**src/rtl/dcache_pkg.sv**
```systemverilog
// Shared types and address-split constants for the two-way data cache controller.
package dcache_pkg;

    localparam int TAG_W   = 27;
    localparam int IDX_BIT = 4;
    localparam int OFF_W   = 4;

    localparam logic [1:0] S_IDLE = 2'd0;
    localparam logic [1:0] S_WB   = 2'd1;
    localparam logic [1:0] S_FILL = 2'd2;

    typedef enum logic [1:0] {
        IDLE = S_IDLE,
        WB   = S_WB,
        FILL = S_FILL
    } state_e;

    typedef struct packed {
        logic [TAG_W-1:0] tag;
        logic             valid;
        logic             dirty;
    } line_meta_t;

endpackage

```
**src/rtl/data_cache_ctrl_if.sv**
```systemverilog
// Word-wide memory bus used for copy-back writes and line refills.
interface data_cache_ctrl_if #(parameter int ADDR_W = 32);

    logic              mem_req;
    logic              mem_we;
    logic [ADDR_W-1:0] mem_addr;
    logic              mem_ready;

    modport master (output mem_req, output mem_we, output mem_addr, input mem_ready);
    modport slave  (input mem_req, input mem_we, input mem_addr, output mem_ready);

endinterface

```
**src/rtl/dcache_tag_store.sv**
```systemverilog
// Tag/valid/dirty metadata for 2 sets x 2 ways plus one LRU bit per set.
module dcache_tag_store
    import dcache_pkg::*;
(
    input  logic             clk,
    input  logic             reset,
    input  logic             lookup_idx,
    input  logic [TAG_W-1:0] lookup_tag,
    output logic             hit0,
    output logic             hit1,
    output logic             victim_way,
    output line_meta_t       victim_meta,
    input  logic             meta_we,
    input  logic             meta_idx,
    input  logic             meta_way,
    input  line_meta_t       meta_wdata,
    input  logic             lru_we,
    input  logic             lru_idx,
    input  logic             lru_wdata
);

    line_meta_t [3:0] meta_q, meta_d;
    logic [1:0]       lru_q, lru_d;
    line_meta_t       way0, way1;

    always_comb begin
        meta_d = meta_q;
        lru_d  = lru_q;
        if (meta_we) meta_d[{meta_idx, meta_way}] = meta_wdata;
        if (lru_we)  lru_d[lru_idx] = lru_wdata;
    end

    always_ff @(posedge clk) begin
        if (reset) begin
            meta_q <= '0;
            lru_q  <= '0;
        end else begin
            meta_q <= meta_d;
            lru_q  <= lru_d;
        end
    end

    // An empty way is always preferred over evicting live data; way 0 wins ties.
    always_comb begin
        way0        = meta_q[{lookup_idx, 1'b0}];
        way1        = meta_q[{lookup_idx, 1'b1}];
        hit0        = way0.valid && (way0.tag == lookup_tag);
        hit1        = way1.valid && (way1.tag == lookup_tag);
        if (!way0.valid)      victim_way = 1'b0;
        else if (!way1.valid) victim_way = 1'b1;
        else                  victim_way = lru_q[lookup_idx];
        victim_meta = victim_way ? way1 : way0;
    end

endmodule

```
**src/rtl/data_cache_ctrl.sv**
```systemverilog
// Hit/miss control for the 2-set, 2-way write-back data cache: lookup, copy-back and refill FSM.
module data_cache_ctrl
    import dcache_pkg::*;
#(
    parameter int ADDR_W = 32,
    parameter int WORDS  = 4
) (
    input  logic              clk,
    input  logic              reset,
    input  logic              cpu_re,
    input  logic              cpu_we,
    input  logic [ADDR_W-1:0] cpu_addr,
    output logic              stall,
    output logic              index,
    output logic [OFF_W-1:0]  offset,
    output logic              hit,
    output logic              first,
    output logic              second,
    output logic [1:0]        w_sel,
    output logic [1:0]        copy,
    output logic              copy_back,
    output logic              cache_re,
    output logic              cache_we,
    output logic              cache_data_src,
    data_cache_ctrl_if.master mem
);

    localparam logic [1:0] LAST_W = 2'(WORDS - 1);

    state_e           state_q, state_d;
    logic [1:0]       w_q, w_d;
    logic             victim_q, victim_d;
    logic [TAG_W-1:0] victim_tag_q, victim_tag_d;

    logic             hit0, hit1, victim_way;
    line_meta_t       victim_meta;
    logic             meta_we, lru_we, lru_wdata, meta_way;
    line_meta_t       meta_wdata;
    logic             mem_req_c, mem_we_c;
    logic [ADDR_W-1:0] mem_addr_c;
    logic [TAG_W-1:0] cpu_tag;

    assign cpu_tag = cpu_addr[ADDR_W-1:IDX_BIT+1];
    assign index   = cpu_addr[IDX_BIT];
    assign offset  = cpu_addr[OFF_W-1:0];

    assign mem.mem_req  = mem_req_c;
    assign mem.mem_we   = mem_we_c;
    assign mem.mem_addr = mem_addr_c;

    dcache_tag_store u_tags (
        .clk         (clk),
        .reset       (reset),
        .lookup_idx  (index),
        .lookup_tag  (cpu_tag),
        .hit0        (hit0),
        .hit1        (hit1),
        .victim_way  (victim_way),
        .victim_meta (victim_meta),
        .meta_we     (meta_we),
        .meta_idx    (index),
        .meta_way    (meta_way),
        .meta_wdata  (meta_wdata),
        .lru_we      (lru_we),
        .lru_idx     (index),
        .lru_wdata   (lru_wdata)
    );

    always_comb begin
        state_d        = state_q;
        w_d            = w_q;
        victim_d       = victim_q;
        victim_tag_d   = victim_tag_q;
        stall          = 1'b0;
        hit            = 1'b0;
        first          = 1'b0;
        second         = 1'b0;
        w_sel          = 2'b00;
        copy           = 2'b00;
        copy_back      = 1'b0;
        cache_re       = 1'b0;
        cache_we       = 1'b0;
        cache_data_src = 1'b0;
        mem_req_c      = 1'b0;
        mem_we_c       = 1'b0;
        mem_addr_c     = '0;
        meta_we        = 1'b0;
        meta_way       = 1'b0;
        meta_wdata     = '0;
        lru_we         = 1'b0;
        lru_wdata      = 1'b0;
        case (state_q)
            IDLE: begin
                if (cpu_re || cpu_we) begin
                    if (hit0 || hit1) begin
                        hit       = 1'b1;
                        first     = hit0;
                        second    = hit1;
                        lru_we    = 1'b1;
                        lru_wdata = ~hit1;
                        // A simultaneous load/store is a load, so it never dirties the line.
                        if (cpu_re) begin
                            cache_re = 1'b1;
                            w_sel    = offset[3:2];
                        end else begin
                            cache_we   = 1'b1;
                            meta_we    = 1'b1;
                            meta_way   = hit1;
                            meta_wdata = '{tag: cpu_tag, valid: 1'b1, dirty: 1'b1};
                        end
                    end else begin
                        stall        = 1'b1;
                        victim_d     = victim_way;
                        victim_tag_d = victim_meta.tag;
                        w_d          = 2'b00;
                        state_d      = (victim_meta.valid && victim_meta.dirty) ? WB : FILL;
                    end
                end
            end
            WB: begin
                stall      = 1'b1;
                mem_req_c  = 1'b1;
                mem_we_c   = 1'b1;
                copy_back  = 1'b1;
                cache_re   = 1'b1;
                copy       = {index, victim_q};
                w_sel      = w_q;
                mem_addr_c = {victim_tag_q, index, w_q, 2'b00};
                if (mem.mem_ready) begin
                    w_d = w_q + 2'd1;
                    if (w_q == LAST_W) state_d = FILL;
                end
            end
            FILL: begin
                stall      = 1'b1;
                mem_req_c  = 1'b1;
                mem_addr_c = {cpu_tag, index, w_q, 2'b00};
                if (mem.mem_ready) begin
                    cache_we       = 1'b1;
                    cache_data_src = 1'b1;
                    first          = ~victim_q;
                    second         = victim_q;
                    w_sel          = w_q;
                    w_d            = w_q + 2'd1;
                    if (w_q == LAST_W) begin
                        meta_we    = 1'b1;
                        meta_way   = victim_q;
                        meta_wdata = '{tag: cpu_tag, valid: 1'b1, dirty: 1'b0};
                        state_d    = IDLE;
                    end
                end
            end
            default: state_d = IDLE;
        endcase
        // Keep the data array and memory quiet while reset is held, whatever the FSM state.
        if (reset) begin
            stall          = 1'b0;
            hit            = 1'b0;
            first          = 1'b0;
            second         = 1'b0;
            w_sel          = 2'b00;
            copy           = 2'b00;
            copy_back      = 1'b0;
            cache_re       = 1'b0;
            cache_we       = 1'b0;
            cache_data_src = 1'b0;
            mem_req_c      = 1'b0;
            mem_we_c       = 1'b0;
            mem_addr_c     = '0;
        end
    end

    always_ff @(posedge clk) begin
        if (reset) begin
            state_q      <= IDLE;
            w_q          <= 2'b00;
            victim_q     <= 1'b0;
            victim_tag_q <= '0;
        end else begin
            state_q      <= state_d;
            w_q          <= w_d;
            victim_q     <= victim_d;
            victim_tag_q <= victim_tag_d;
        end
    end

endmodule

```
**src/flat_wrapper.sv**
```systemverilog
// flat-port wrapper written by rule: the top's interface ports become plain ports
module data_cache_ctrl_flat import dcache_pkg::*;
#(
    parameter int ADDR_W = 32,
    parameter int WORDS  = 4
)
  (clk, reset, cpu_re, cpu_we, cpu_addr, stall, index, offset, hit, first, second, w_sel, copy, copy_back, cache_re, cache_we, cache_data_src, mem_mem_req, mem_mem_we, mem_mem_addr, mem_mem_ready);
  data_cache_ctrl_if #(.ADDR_W(ADDR_W)) mem_i ();
  input  logic clk;
  input  logic reset;
  input  logic cpu_re;
  input  logic cpu_we;
  input  logic [ADDR_W-1:0] cpu_addr;
  output logic stall;
  output logic index;
  output logic [OFF_W-1:0] offset;
  output logic hit;
  output logic first;
  output logic second;
  output logic [1:0] w_sel;
  output logic [1:0] copy;
  output logic copy_back;
  output logic cache_re;
  output logic cache_we;
  output logic cache_data_src;
  output wire logic [$bits(mem_i.mem_req)-1:0] mem_mem_req;
  output wire logic [$bits(mem_i.mem_we)-1:0] mem_mem_we;
  output wire logic [$bits(mem_i.mem_addr)-1:0] mem_mem_addr;
  input wire logic [$bits(mem_i.mem_ready)-1:0] mem_mem_ready;
  assign mem_mem_req = mem_i.mem_req;
  assign mem_mem_we = mem_i.mem_we;
  assign mem_mem_addr = mem_i.mem_addr;
  assign mem_i.mem_ready = mem_mem_ready;
  data_cache_ctrl #(.ADDR_W(ADDR_W), .WORDS(WORDS)) u_core (.clk(clk), .reset(reset), .cpu_re(cpu_re), .cpu_we(cpu_we), .cpu_addr(cpu_addr), .stall(stall), .index(index), .offset(offset), .hit(hit), .first(first), .second(second), .w_sel(w_sel), .copy(copy), .copy_back(copy_back), .cache_re(cache_re), .cache_we(cache_we), .cache_data_src(cache_data_src), .mem(mem_i));
endmodule
```
**config.mk**
```make
export PLATFORM = sky130hd
export DESIGN_NAME = data_cache_ctrl_flat
export DESIGN_NICKNAME = d
export VERILOG_FILES = /design/src/rtl/dcache_pkg.sv /design/src/rtl/data_cache_ctrl_if.sv /design/src/rtl/dcache_tag_store.sv /design/src/rtl/data_cache_ctrl.sv /design/src/flat_wrapper.sv
export SDC_FILE = /design/constraint.sdc
export NUM_CORES = 1
export LEC_CHECK = 0
export CORE_MARGIN = 3
export CORE_UTILIZATION = 45
export CTS_BUF_LIST = sky130_fd_sc_hd__clkbuf_2
export DETAILED_ROUTE_END_ITERATION = 12
export PLACE_DENSITY = 0.65
export RECOVER_POWER = 50
export SLEW_MARGIN = 20
export SYNTH_ARGS = -nofsm -noshare
export SYNTH_HDL_FRONTEND = slang
export SYNTH_HIERARCHICAL = 1
export SYNTH_SLANG_ARGS = --single-unit
```
**constraint.sdc**
```tcl
create_clock -name clk -period 5.2 [get_ports clk]
set_input_delay 1.56 -clock clk [delete_from_list [all_inputs] [get_ports clk]]
set_output_delay 1.56 -clock clk [all_outputs]
set_load 0.03 [all_outputs]
```
; ---- Yosys cells after proc, flatten, opt, wreduce, memory -nomap -nowiden
; Cells that the tools add are included.
[word_totals]
inputBits = 37
ff_bits = 150
output_inout_bits = 51
[op_classes]
mux = 90
order_cmp = 6
reduce_logical = 13
addsub = 1
n_bitwise = 3
n_eq_ne = 12
[op_table]
columns = op, n
row1 = $mux W29, 11
row2 = $bwmux W116, 1
row3 = $pmux W32 S2, 1
row4 = $demux W29 S2, 1
row5 = $pmux W29 S2, 1
row6 = $eq A27 B27 Y1, 2
row7 = $mux W1, 45
row8 = $mux W2, 17
row9 = $mux W32, 1
row10 = $pmux W1 S2, 7
row11 = $pmux W2 S3, 2
row12 = $lt A2 B3 Y1 const B, 3
row13 = $ne A2 B1 Y1 const B, 4
row14 = $ne A2 B2 Y1 const B, 3
row15 = $reduce_and A6 Y1, 1
row16 = $logic_and A1 B1 Y1, 5
row17 = $eq A2 B2 Y1 const B, 2
row18 = $pmux W2 S2, 1
row19 = $reduce_and A4 Y1, 1
row20 = $not A1 Y1, 3
row21 = $reduce_and A3 Y1, 1
row22 = $add A2 B1 Y2 const B, 1
row23 = $bwmux W2, 1
row24 = $eq A2 B1 Y1 const B, 1
row25 = 8 further kinds, 9

; ---- Logic depth before layout (Yosys ltp)
; Gate-level depths: netlist of the first run.
[logic_depth]
ltp_word = 13
ltp_mapped = 17

; ---- Cells and area by module
; The synthesis of the first run kept the hierarchy.
[by_module_without_submodules]
columns = module, cells_each, area_each_um2, instances
row1 = dcache_tag_store, 699, 5876.9, 1
row2 = data_cache_ctrl, 300, 2045.7, 1

; ---- Worst setup path after synthesis of the first run
; No wires, ideal clock.
[synth_path]
path_kind = input to output
from = in cpu_addr[4]
to = out cache_we
t_arrival_ps = 4259
cell_stages = 11
path_slack_ps = -619
n_path_buf = 3
path_cell_list = buf_6 buf_6 buf_2 mux2i_1 xor2_1 nand4_1 nor4_1 or2_4 and4b_2 nor2_1 nor3_1
[synth_between]
elab_chain_len = 9
[synth_lines]
columns = item, line_no
row1 = from (decl), flat_wrapper.sv:13  ; input logic [ADDR_W-1:0] cpu_addr;
row2 = $mux W29 (implied by the code) (*) (2 in series), dcache_tag_store.sv:46  ; way1 = meta_q[{lookup_idx, 1'b1}];
row3 = $eq A27 B27 Y1, dcache_tag_store.sv:48  ; hit1 = way1.valid && (way1.tag == lookup_tag);
row4 = $logic_and A1 B1 Y1 (*), dcache_tag_store.sv:48
row5 = named net u_core.hit1, data_cache_ctrl.sv:35  ; logic hit0, hit1, victim_way;
row6 = $logic_or A1 B1 Y1 (*), data_cache_ctrl.sv:95  ; if (hit0 || hit1) begin
row7 = $mux W1 (*), data_cache_ctrl.sv:95
row8 = $mux W1 (*), data_cache_ctrl.sv:94  ; if (cpu_re || cpu_we) begin
row9 = $pmux W1 S2 (*), data_cache_ctrl.sv:92  ; case (state_q)
row10 = $mux W1 (*), data_cache_ctrl.sv:156  ; if (reset) begin
row11 = to (decl), flat_wrapper.sv:24  ; output logic cache_we;
; The timed path passes the listed nets; every way through them passes the cells marked *. The select of a mux whose other input is x is not followed.

; ---- Worst setup path after layout of the first run
[layout_path]
from = in cpu_addr[4]
to = out w_sel[1]
[layout_between]
elab_chain_len = 9
[layout_lines]
columns = item, line_no
row1 = $mux W29 (implied by the code) (*) (2 in series), dcache_tag_store.sv:45  ; way0 = meta_q[{lookup_idx, 1'b0}];
row2 = $eq A27 B27 Y1, dcache_tag_store.sv:47  ; hit0 = way0.valid && (way0.tag == lookup_tag);
row3 = $logic_and A1 B1 Y1 (*), dcache_tag_store.sv:47
row4 = named net u_core.hit0, data_cache_ctrl.sv:35
row5 = $logic_or A1 B1 Y1 (*), data_cache_ctrl.sv:95
row6 = $mux W2 (*), data_cache_ctrl.sv:95
row7 = $mux W2 (*), data_cache_ctrl.sv:94
row8 = $pmux W2 S3 (*), data_cache_ctrl.sv:92
row9 = $mux W2 (*), data_cache_ctrl.sv:156
row10 = to (decl), flat_wrapper.sv:20  ; output logic [1:0] w_sel;
; Marks and branches as above.

==> results of run 1 <==
==> per-stage QoR <==
| stage | setup TNS, ns | worst slack, ns | area (um^2) | power, mW | utilization |
|---|---|---|---|---|---|
| after global placement | -2.67 | -0.495 | 9410 | 1.48 | 0.558 |
| after global routing | -0.679 | -0.230 | 10100 | 2.21 | 0.601 |
| after CTS | -0.764 | -0.192 | 9870 | 2.12 | 0.585 |
| final | -0.380 | -0.170 | 10100 | 2.12 | 0.601 |
| after floorplan | -0.289 | -0.0992 | 8000 | 1.35 | - |
| after detailed placement | -3.02 | -0.548 | 9410 | 1.49 | 0.558 |
==> sequential cells by signal (all words and copies together), names as in the netlist <==
signal and flops:
u_core/state_q 2, u_core/u_tags/meta_q 116, u_core/u_tags/lru_q 2, u_core/victim_tag_q 27, u_core/w_q 2, u_core/victim_q 1
==> cell families (layout without fill, tap and decap cells) <==
family / Yosys count / in the layout / share of synthesized area
simple gates: 419 / 419 / 0.226
buf+inv: 87 / 212 / 0.0510
xor+xnor: 56 / 56 / 0.0619
flops: 150 / 150 / 0.379
mux: 82 / 82 / 0.136
other cells: 1 / 3 / 0.000473
fa+ha+maj: 5 / 5 / 0.00790
compound gates: 199 / 199 / 0.138
==> power breakdown <==
| group | internal [mW] | total [mW] | switching (mW) |
|---|---|---|---|
| clock | 0.217 | 0.629 | 0.412 |
| combinational | 0.133 | 0.334 | 0.201 |
| sequential | 1.15 | 1.16 | 0.00256 |
| total | 1.50 | 2.12 | 0.615 |
==> per-layer routing <==
| layer | part of all wire | wire, um |
|---|---|---|
| met1 | 0.43 | 11000 |
| met2 | 0.47 | 12100 |
| met3 | 0.081 | 2090 |
| met4 | 0.023 | 584 |
| met5 | 0 | 0 |
==> final cells by class <==
| type | count | share of cell area |
|---|---|---|
| Sequential cell | 150 | 0.296 |
| Inverter | 6 | 0.00222 |
| Timing Repair Buffer | 175 | 0.169 |
| Clock inverter | 11 | 0.0109 |
| Tap cell | 220 | 0.0272 |
| Multi-Input combinational cell | 763 | 0.484 |
| Clock buffer | 20 | 0.00987 |
| Antenna cell | 1 | 0.000247 |
==> worst paths after layout <==
kind                              to                     start  slack (ns)
min reg2reg  u_core/victim_tag_q[16]   u_core/victim_tag_q[16]        0.47
max                         w_sel[1]               cpu_addr[4]       -0.17
min          u_core/victim_tag_q[16]   u_core/victim_tag_q[16]        0.47
max reg2reg  u_core/u_tags/meta_q[7]  u_core/u_tags/meta_q[56]        1.75
==> layout by cell type, fill, tap and decap left out, drive strengths merged, types with 3 or more instances in the layout <==
| cell | n |
|---|---|
| inv | 5 |
| o21a | 3 |
| o21ai | 10 |
| dlygate4sd2 | 16 |
| clkbuf | 20 |
| nand2 | 299 |
| a21oi | 154 |
| and2 | 33 |
| nand2b | 3 |
| clkinv | 8 |
| dfxtp | 150 |
| nor4 | 8 |
| nand3 | 8 |
| clkdlybuf4s50 | 46 |
| mux2i | 62 |
| buf | 105 |
| nand4 | 6 |
| mux4 | 20 |
| dlymetal6s2s | 8 |
| ha | 5 |
| xor2 | 22 |
| or3 | 3 |
| nor2 | 41 |
| nor3 | 4 |
| xnor2 | 34 |
| a22oi | 27 |
==> tightest hold or removal path, delay by kind of cell (launching register included) <==
| family | cells | cell delay [ns] |
|---|---|---|
| simple gates | 1 | 0.05 |
| flops | 1 | 0.35 |
| compound gates | 1 | 0.05 |
==> repair_timing <==
item,CTS,global route
endpoints found under the setup margin,8,8
gates resized for setup,59,48
pin swaps,26,23
cloned,2,0
buffers inserted,6,6
==> flow_results.xml, run 1 <==
<?xml version="1.0" encoding="UTF-8"?>
<metrics>
  <group name="sta">
    <metric name="slew_violations" unit="">0</metric>
    <metric name="timing.max_slew.rel_slack" unit="">0.286</metric>
    <metric name="rsz0062_at_grt" unit="">yes</metric>
    <metric name="timing.final.ws_setup" unit="ns">-0.170</metric>
    <metric name="setup_viol" unit="">4</metric>
    <metric name="finalHoldViolations" unit="">0</metric>
    <metric name="fin_crit_sh" unit="">1.03</metric>
    <metric name="measured_slew_at_the_worst_slew_check_pin" unit="ns">1.07</metric>
    <metric name="final_period_minus_worst_setup_slack" unit="ns">5.37</metric>
    <metric name="clock-skew-final" unit="ns">0.0358</metric>
    <metric name="clock.fmax" unit="MHz">186</metric>
    <metric name="hold_slack" unit="ns">0.467</metric>
  </group>
  <group name="worst_setup_path">
    <metric name="critical-path-top-delay-family" unit="">simple AND/OR/NAND/NOR gates</metric>
    <metric name="crit_slowest_cell" unit="">nor4_2</metric>
    <metric name="cp.required" unit="ns">3.64</metric>
    <metric name="crit_path_launch_type" unit="">primary input</metric>
    <metric name="critical_path.cell_chain" unit="">buf_16, buf_8, buf_6, mux2i_1, xor2_1, nand4_1, nor4_2, or2_4, and3_4, nand2_4, a211oi_4, buf_6</metric>
    <metric name="critical_path_peak_fanout" unit="">7</metric>
    <metric name="timing.critical_path.buf_inv" unit="">4</metric>
    <metric name="timing.critical_path.arrival" unit="ns">3.81</metric>
    <metric name="worst_path_largest_cell_delay" unit="ns">0.34</metric>
    <metric name="timing_worst_setup_path_type" unit="">primary input to output pin</metric>
    <metric name="worstSetupPathDepth" unit="">12</metric>
    <metric name="critical_path.most_common_cell" unit="">buf_6</metric>
    <metric name="setup_crit_end_kind" unit="">output pin</metric>
    <metric name="worstRegToRegCells" unit="">14</metric>
  </group>
  <group name="clock_network">
    <metric name="cts_inserted_buffers" unit="">17</metric>
    <metric name="htree_levels" unit="">4</metric>
    <metric name="clock_sink_count" unit="">150</metric>
    <metric name="cts_tree" unit="">done</metric>
    <metric name="cts-root-to-sink-buffers" unit="">2</metric>
    <metric name="cts-root-buf" unit="">clkbuf_2</metric>
    <metric name="clk_transition_reported_paths" unit="ns">0.18</metric>
    <metric name="cts_hold_repair.buffers" unit="">0</metric>
    <metric name="clock_insertion_delay_worst_skew" unit="ns">0.73</metric>
  </group>
  <group name="detailed_routing">
    <metric name="detail_route.drc_violations" unit="">0</metric>
    <metric name="drtPass1Iterations" unit="">6</metric>
    <metric name="vias_per_cell" unit="">5.68</metric>
    <metric name="first_iter_violations" unit="">662</metric>
    <metric name="drt_wl_total" unit="um">25700</metric>
    <metric name="antenna_nets_post_route" unit="">0</metric>
    <metric name="detailroute.via_count" unit="">7644</metric>
    <metric name="route.detailed.wl_per_inst" unit="um">19.1</metric>
  </group>
  <group name="pwr">
    <metric name="power_density" unit="nW/um^2">209</metric>
    <metric name="power.ir.vdd_worst" unit="mV">0.152</metric>
    <metric name="leakage" unit="nW">3.52</metric>
  </group>
  <group name="yosys">
    <metric name="post-synth-top-area-cell" unit="">dfxtp_1</metric>
    <metric name="synth_top_cell_area_share" unit="">0.379</metric>
    <metric name="netlist_top_cells_count" unit="">299 x nand2_1, 154 x a21oi_1, 150 x dfxtp_1</metric>
    <metric name="number_of_register_bits_inferred_by_synthesis" unit="">150</metric>
    <metric name="post_synth_num_cell_types" unit="">47</metric>
    <metric name="mappedNetlistArea" unit="um^2">7920</metric>
    <metric name="synth-seq-area-share" unit="">0.379</metric>
    <metric name="commonest_register_cell_after_synthesis" unit="">dfxtp_1</metric>
    <metric name="post-synth-top-count-cell" unit="">nand2_1</metric>
    <metric name="avg_inst_size_synth" unit="um^2">7.93</metric>
    <metric name="synth_enable_flop_cells" unit="">0</metric>
    <metric name="synth-async-reset-ratio" unit="">0</metric>
    <metric name="synth.top_cells.by_area" unit="">dfxtp_1 38%, nand2_1 14%, a21oi_1 9.7%, mux2i_1 7.6%, mux4_2 5.7%</metric>
    <metric name="ys.warnings.count" unit="">6</metric>
    <metric name="syn_inst" unit="">999</metric>
  </group>
  <group name="outcome">
    <metric name="status" unit="">complete, but fails checks</metric>
    <metric name="violations" unit="">negative setup slack</metric>
  </group>
  <group name="global_routing">
    <metric name="first_global_vias" unit="">7188</metric>
    <metric name="track_usage" unit="">0.259</metric>
    <metric name="busiest_layer_in_global_routing" unit="">met2</metric>
    <metric name="grt.met2_usage" unit="">0.413</metric>
    <metric name="grt_max_degree" unit="">101</metric>
    <metric name="grt_first_pass_wirelength" unit="um">40000</metric>
    <metric name="grtUsageMet3" unit="">0.0507</metric>
    <metric name="grt.met1_usage" unit="">0.353</metric>
    <metric name="antenna_found_initial" unit="">1</metric>
    <metric name="grt.overflow.total" unit="">0</metric>
  </group>
  <group name="finish">
    <metric name="combined_area_of_the_multi_input_logic_cells" unit="um^2">4910</metric>
    <metric name="layout-drive-gt1-share" unit="">0.194</metric>
    <metric name="nFillCells" unit="">1489</metric>
    <metric name="register_area" unit="um^2">3000</metric>
    <metric name="layoutNonFillerInstCount" unit="">1346</metric>
    <metric name="finish.net_count" unit="">1155</metric>
    <metric name="area_delta_synth_final" unit="%">28.0</metric>
  </group>
  <group name="die">
    <metric name="die_h" unit="um">139</metric>
    <metric name="die_w" unit="um">139</metric>
    <metric name="floorplan.rows" unit="">47</metric>
    <metric name="floorplan.core_area" unit="um^2">16900</metric>
    <metric name="ioPinCount" unit="">88</metric>
    <metric name="total_die_area" unit="um^2">19200</metric>
    <metric name="floorplan.initialDensity" unit="">0.469</metric>
  </group>
  <group name="placed_design">
    <metric name="place.detailed.hpwl" unit="um">16700</metric>
    <metric name="placed_cells" unit="">1305</metric>
    <metric name="gp_routability_congestion" unit="">0.862</metric>
    <metric name="io_buffer_count" unit="">81</metric>
  </group>
  <group name="run">
    <metric name="timing.max_cap.violations" unit="">0</metric>
  </group>
  <group name="worst_hold_path">
    <metric name="timing.hold.worst_path_depth" unit="">2</metric>
    <metric name="holdCritPathClass" unit="">flip-flop to flip-flop</metric>
  </group>
</metrics>
(Power assumes the default switching activity.)
==> inputs of run 2 (changes only) <==
SKIP_CTS_REPAIR_TIMING = 1   (was unset)
==> run 2 against run 1 <==
Net effect: the flow still finishes with violations (negative setup slack); flip-flop and latch count unchanged; critical path type unchanged; setup slack worse by 0.12 ns; core utilization decreased by 1.3 points; first-iteration DRC count fell by 9.4%; final cell count shrank 0.37%; total power is 0.55% lower; non-clock buffer count down 5; die area is the same; critical endpoint unchanged; count of clock-buffer cells in the layout unchanged.
==> flow_results.xml, run 2 (synthesis results as in run 1) <==
<?xml version="1.0" encoding="UTF-8"?>
<metrics>
  <group name="sta">
    <metric name="rsz0062_at_grt" unit="">yes</metric>
    <metric name="measured_slew_at_the_worst_slew_check_pin" unit="ns">1.05</metric>
    <metric name="finalHoldViolations" unit="">0</metric>
    <metric name="timing.max_slew.rel_slack" unit="">0.298</metric>
    <metric name="fin_crit_sh" unit="">1.06</metric>
    <metric name="timing.final.ws_setup" unit="ns">-0.292</metric>
    <metric name="hold_slack" unit="ns">0.467</metric>
    <metric name="final_period_minus_worst_setup_slack" unit="ns">5.49</metric>
    <metric name="slew_violations" unit="">0</metric>
    <metric name="clock-skew-final" unit="ns">0.0373</metric>
    <metric name="setup_viol" unit="">7</metric>
    <metric name="clock.fmax" unit="MHz">182</metric>
  </group>
  <group name="clock_network">
    <metric name="htree_levels" unit="">4</metric>
    <metric name="clk_transition_reported_paths" unit="ns">0.19</metric>
    <metric name="cts-root-to-sink-buffers" unit="">2</metric>
    <metric name="cts_tree" unit="">done</metric>
    <metric name="clock_insertion_delay_worst_skew" unit="ns">0.72</metric>
    <metric name="cts-root-buf" unit="">clkbuf_2</metric>
    <metric name="cts_inserted_buffers" unit="">17</metric>
    <metric name="clock_sink_count" unit="">150</metric>
  </group>
  <group name="worst_hold_path">
    <metric name="timing.hold.worst_path_depth" unit="">2</metric>
    <metric name="hold_path_end" unit="">u_core/u_tags/meta_q[23]</metric>
    <metric name="worst_hold_startpoint" unit="">u_core/u_tags/meta_q[23]</metric>
    <metric name="holdCritPathClass" unit="">flip-flop to flip-flop</metric>
  </group>
  <group name="worst_setup_path">
    <metric name="timing_worst_setup_path_type" unit="">primary input to output pin</metric>
    <metric name="cp.required" unit="ns">3.64</metric>
    <metric name="worstRegToRegCells" unit="">14</metric>
    <metric name="critical_path_peak_fanout" unit="">3</metric>
    <metric name="crit_path_launch_type" unit="">primary input</metric>
    <metric name="timing.critical_path.arrival" unit="ns">3.93</metric>
    <metric name="worstReg2RegEnd" unit="">u_core/u_tags/meta_q[7]</metric>
    <metric name="timing.rr.start" unit="">u_core/u_tags/meta_q[56]</metric>
    <metric name="r2r_setup_slack" unit="ns">1.64</metric>
    <metric name="setup_crit_end_kind" unit="">output pin</metric>
  </group>
  <group name="die">
    <metric name="die_w" unit="um">139</metric>
    <metric name="total_die_area" unit="um^2">19200</metric>
    <metric name="floorplan.core_area" unit="um^2">16900</metric>
    <metric name="floorplan.initialDensity" unit="">0.469</metric>
    <metric name="die_h" unit="um">139</metric>
    <metric name="floorplan.rows" unit="">47</metric>
    <metric name="ioPinCount" unit="">88</metric>
  </group>
  <group name="run">
    <metric name="timing.max_cap.violations" unit="">0</metric>
  </group>
  <group name="detailed_routing">
    <metric name="drt_wl_total" unit="um">25300</metric>
    <metric name="first_iter_violations" unit="">600</metric>
    <metric name="detail_route.drc_violations" unit="">0</metric>
    <metric name="detailroute.via_count" unit="">7539</metric>
    <metric name="drtPass1Iterations" unit="">5</metric>
    <metric name="antenna_nets_post_route" unit="">0</metric>
    <metric name="vias_per_cell" unit="">5.62</metric>
    <metric name="route.detailed.wl_per_inst" unit="um">18.8</metric>
  </group>
  <group name="global_routing">
    <metric name="track_usage" unit="">0.253</metric>
    <metric name="first_global_vias" unit="">7117</metric>
    <metric name="grt_max_degree" unit="">101</metric>
    <metric name="grt.overflow.total" unit="">0</metric>
    <metric name="grt_first_pass_wirelength" unit="um">39100</metric>
    <metric name="antenna_found_initial" unit="">1</metric>
  </group>
  <group name="pwr">
    <metric name="p_total" unit="mW">2.11</metric>
    <metric name="power.ir.vdd_worst" unit="mV">0.151</metric>
    <metric name="power_density" unit="nW/um^2">213</metric>
    <metric name="leakage" unit="nW">3.47</metric>
  </group>
  <group name="placed_design">
    <metric name="place.detailed.hpwl" unit="um">16700</metric>
    <metric name="io_buffer_count" unit="">81</metric>
    <metric name="gp_routability_congestion" unit="">0.862</metric>
  </group>
  <group name="finish">
    <metric name="most-common-layout-cells" unit="">297 x nand2_1, 154 x a21oi_1, 150 x dfxtp_1</metric>
    <metric name="nFillCells" unit="">1512</metric>
    <metric name="largestRegisters" unit="">u_core/u_tags/meta_q: 116 flops, u_core/victim_tag_q: 27 flops</metric>
    <metric name="largest_register_ffs" unit="">116</metric>
    <metric name="layout_commonest_cell" unit="">nand2_1</metric>
    <metric name="area_delta_synth_final" unit="%">25.1</metric>
    <metric name="layout-drive-gt1-share" unit="">0.171</metric>
    <metric name="top_register" unit="">u_core/u_tags/meta_q</metric>
    <metric name="finish.net_count" unit="">1150</metric>
  </group>
  <group name="outcome">
    <metric name="status" unit="">complete, but fails checks</metric>
    <metric name="violations" unit="">negative setup slack</metric>
  </group>
</metrics>
[run 2: cell types whose count changed in the layout (fill, tap and decap cells not counted), moves of 3 or more]
| cell | change |
|---|---|
| xor2_1 | +4 |
| mux2i_2 | -6 |
| xnor2_1 | +5 |
| mux2i_1 | +11 |
| xnor2_2 | -5 |
| buf_8 | -3 |
| xor2_2 | -3 |
| clkdlybuf4s50_1 | +14 |
| mux2i_4 | -5 |
| dlygate4sd2_1 | -16 |
[run 2: metrics by stage]
step,instances,setup slack (ns),util,area [um^2],TNS (ns)
finish,1341,-0.292,0.587,9910,-1.20
global placement,1305,-0.495,0.558,9410,-2.67
CTS,1336,-0.548,0.570,9620,-3.03
global route,1341,-0.357,0.587,9910,-1.68
detailed placement,1305,-0.548,0.558,9410,-3.02
floorplan,1000,-0.0992,-,8000,-0.289
[run 2: cell type report]
type / instances / area (um^2) / area share
multi-input combinational: 763 / 4730 / 0.477
sequential: 150 / 3000 / 0.303
timing repair buffer: 170 / 1670 / 0.168
tap: 220 / 275 / 0.0278
clock inverter: 11 / 110 / 0.0111
clock buffer: 20 / 100 / 0.0101
inverter: 6 / 22.5 / 0.00227
antenna: 1 / 2.50 / 0.000252
[run 2: worst max path at each step]
stage                       startpoint  endpoint  slack [ns]  cells after the start
after floorplan            cpu_addr[4]  cache_we        -0.1                     10
after global placement    cpu_addr[30]  w_sel[1]       -0.49                     11
after detailed placement  cpu_addr[30]  w_sel[0]       -0.55                     11
after CTS                 cpu_addr[30]  w_sel[0]       -0.55                     11
after global routing       cpu_addr[4]  w_sel[1]       -0.36                     11
final                     cpu_addr[23]  w_sel[1]       -0.29                     10
[run 2: worst max-delay path, stage by stage]
cell and delay [ns]:
clkdlybuf4s50_1 0.55, buf_4 0.17, xor2_2 0.20, nand4_1 0.24, nor4_2 0.35, or2_4 0.20, and3_4 0.23, nand2_4 0.06
a211oi_4 0.22, buf_6 0.16
[run 2: power by group]
| group | switching, mW | internal [mW] | leakage (nW) |
|---|---|---|---|
| logic | 0.194 | 0.129 | 2.13 |
| registers | 0.00260 | 1.15 | 1.21 |
| clock network | 0.412 | 0.217 | 0.139 |
| total | 0.609 | 1.50 | 3.47 |
[run 2: layer usage]
metal,part of all wire,global-route usage
met1,0.44,0.352
met2,0.47,0.402
met3,0.063,0.0403
met4,0.021,0.0881
met5,0,0
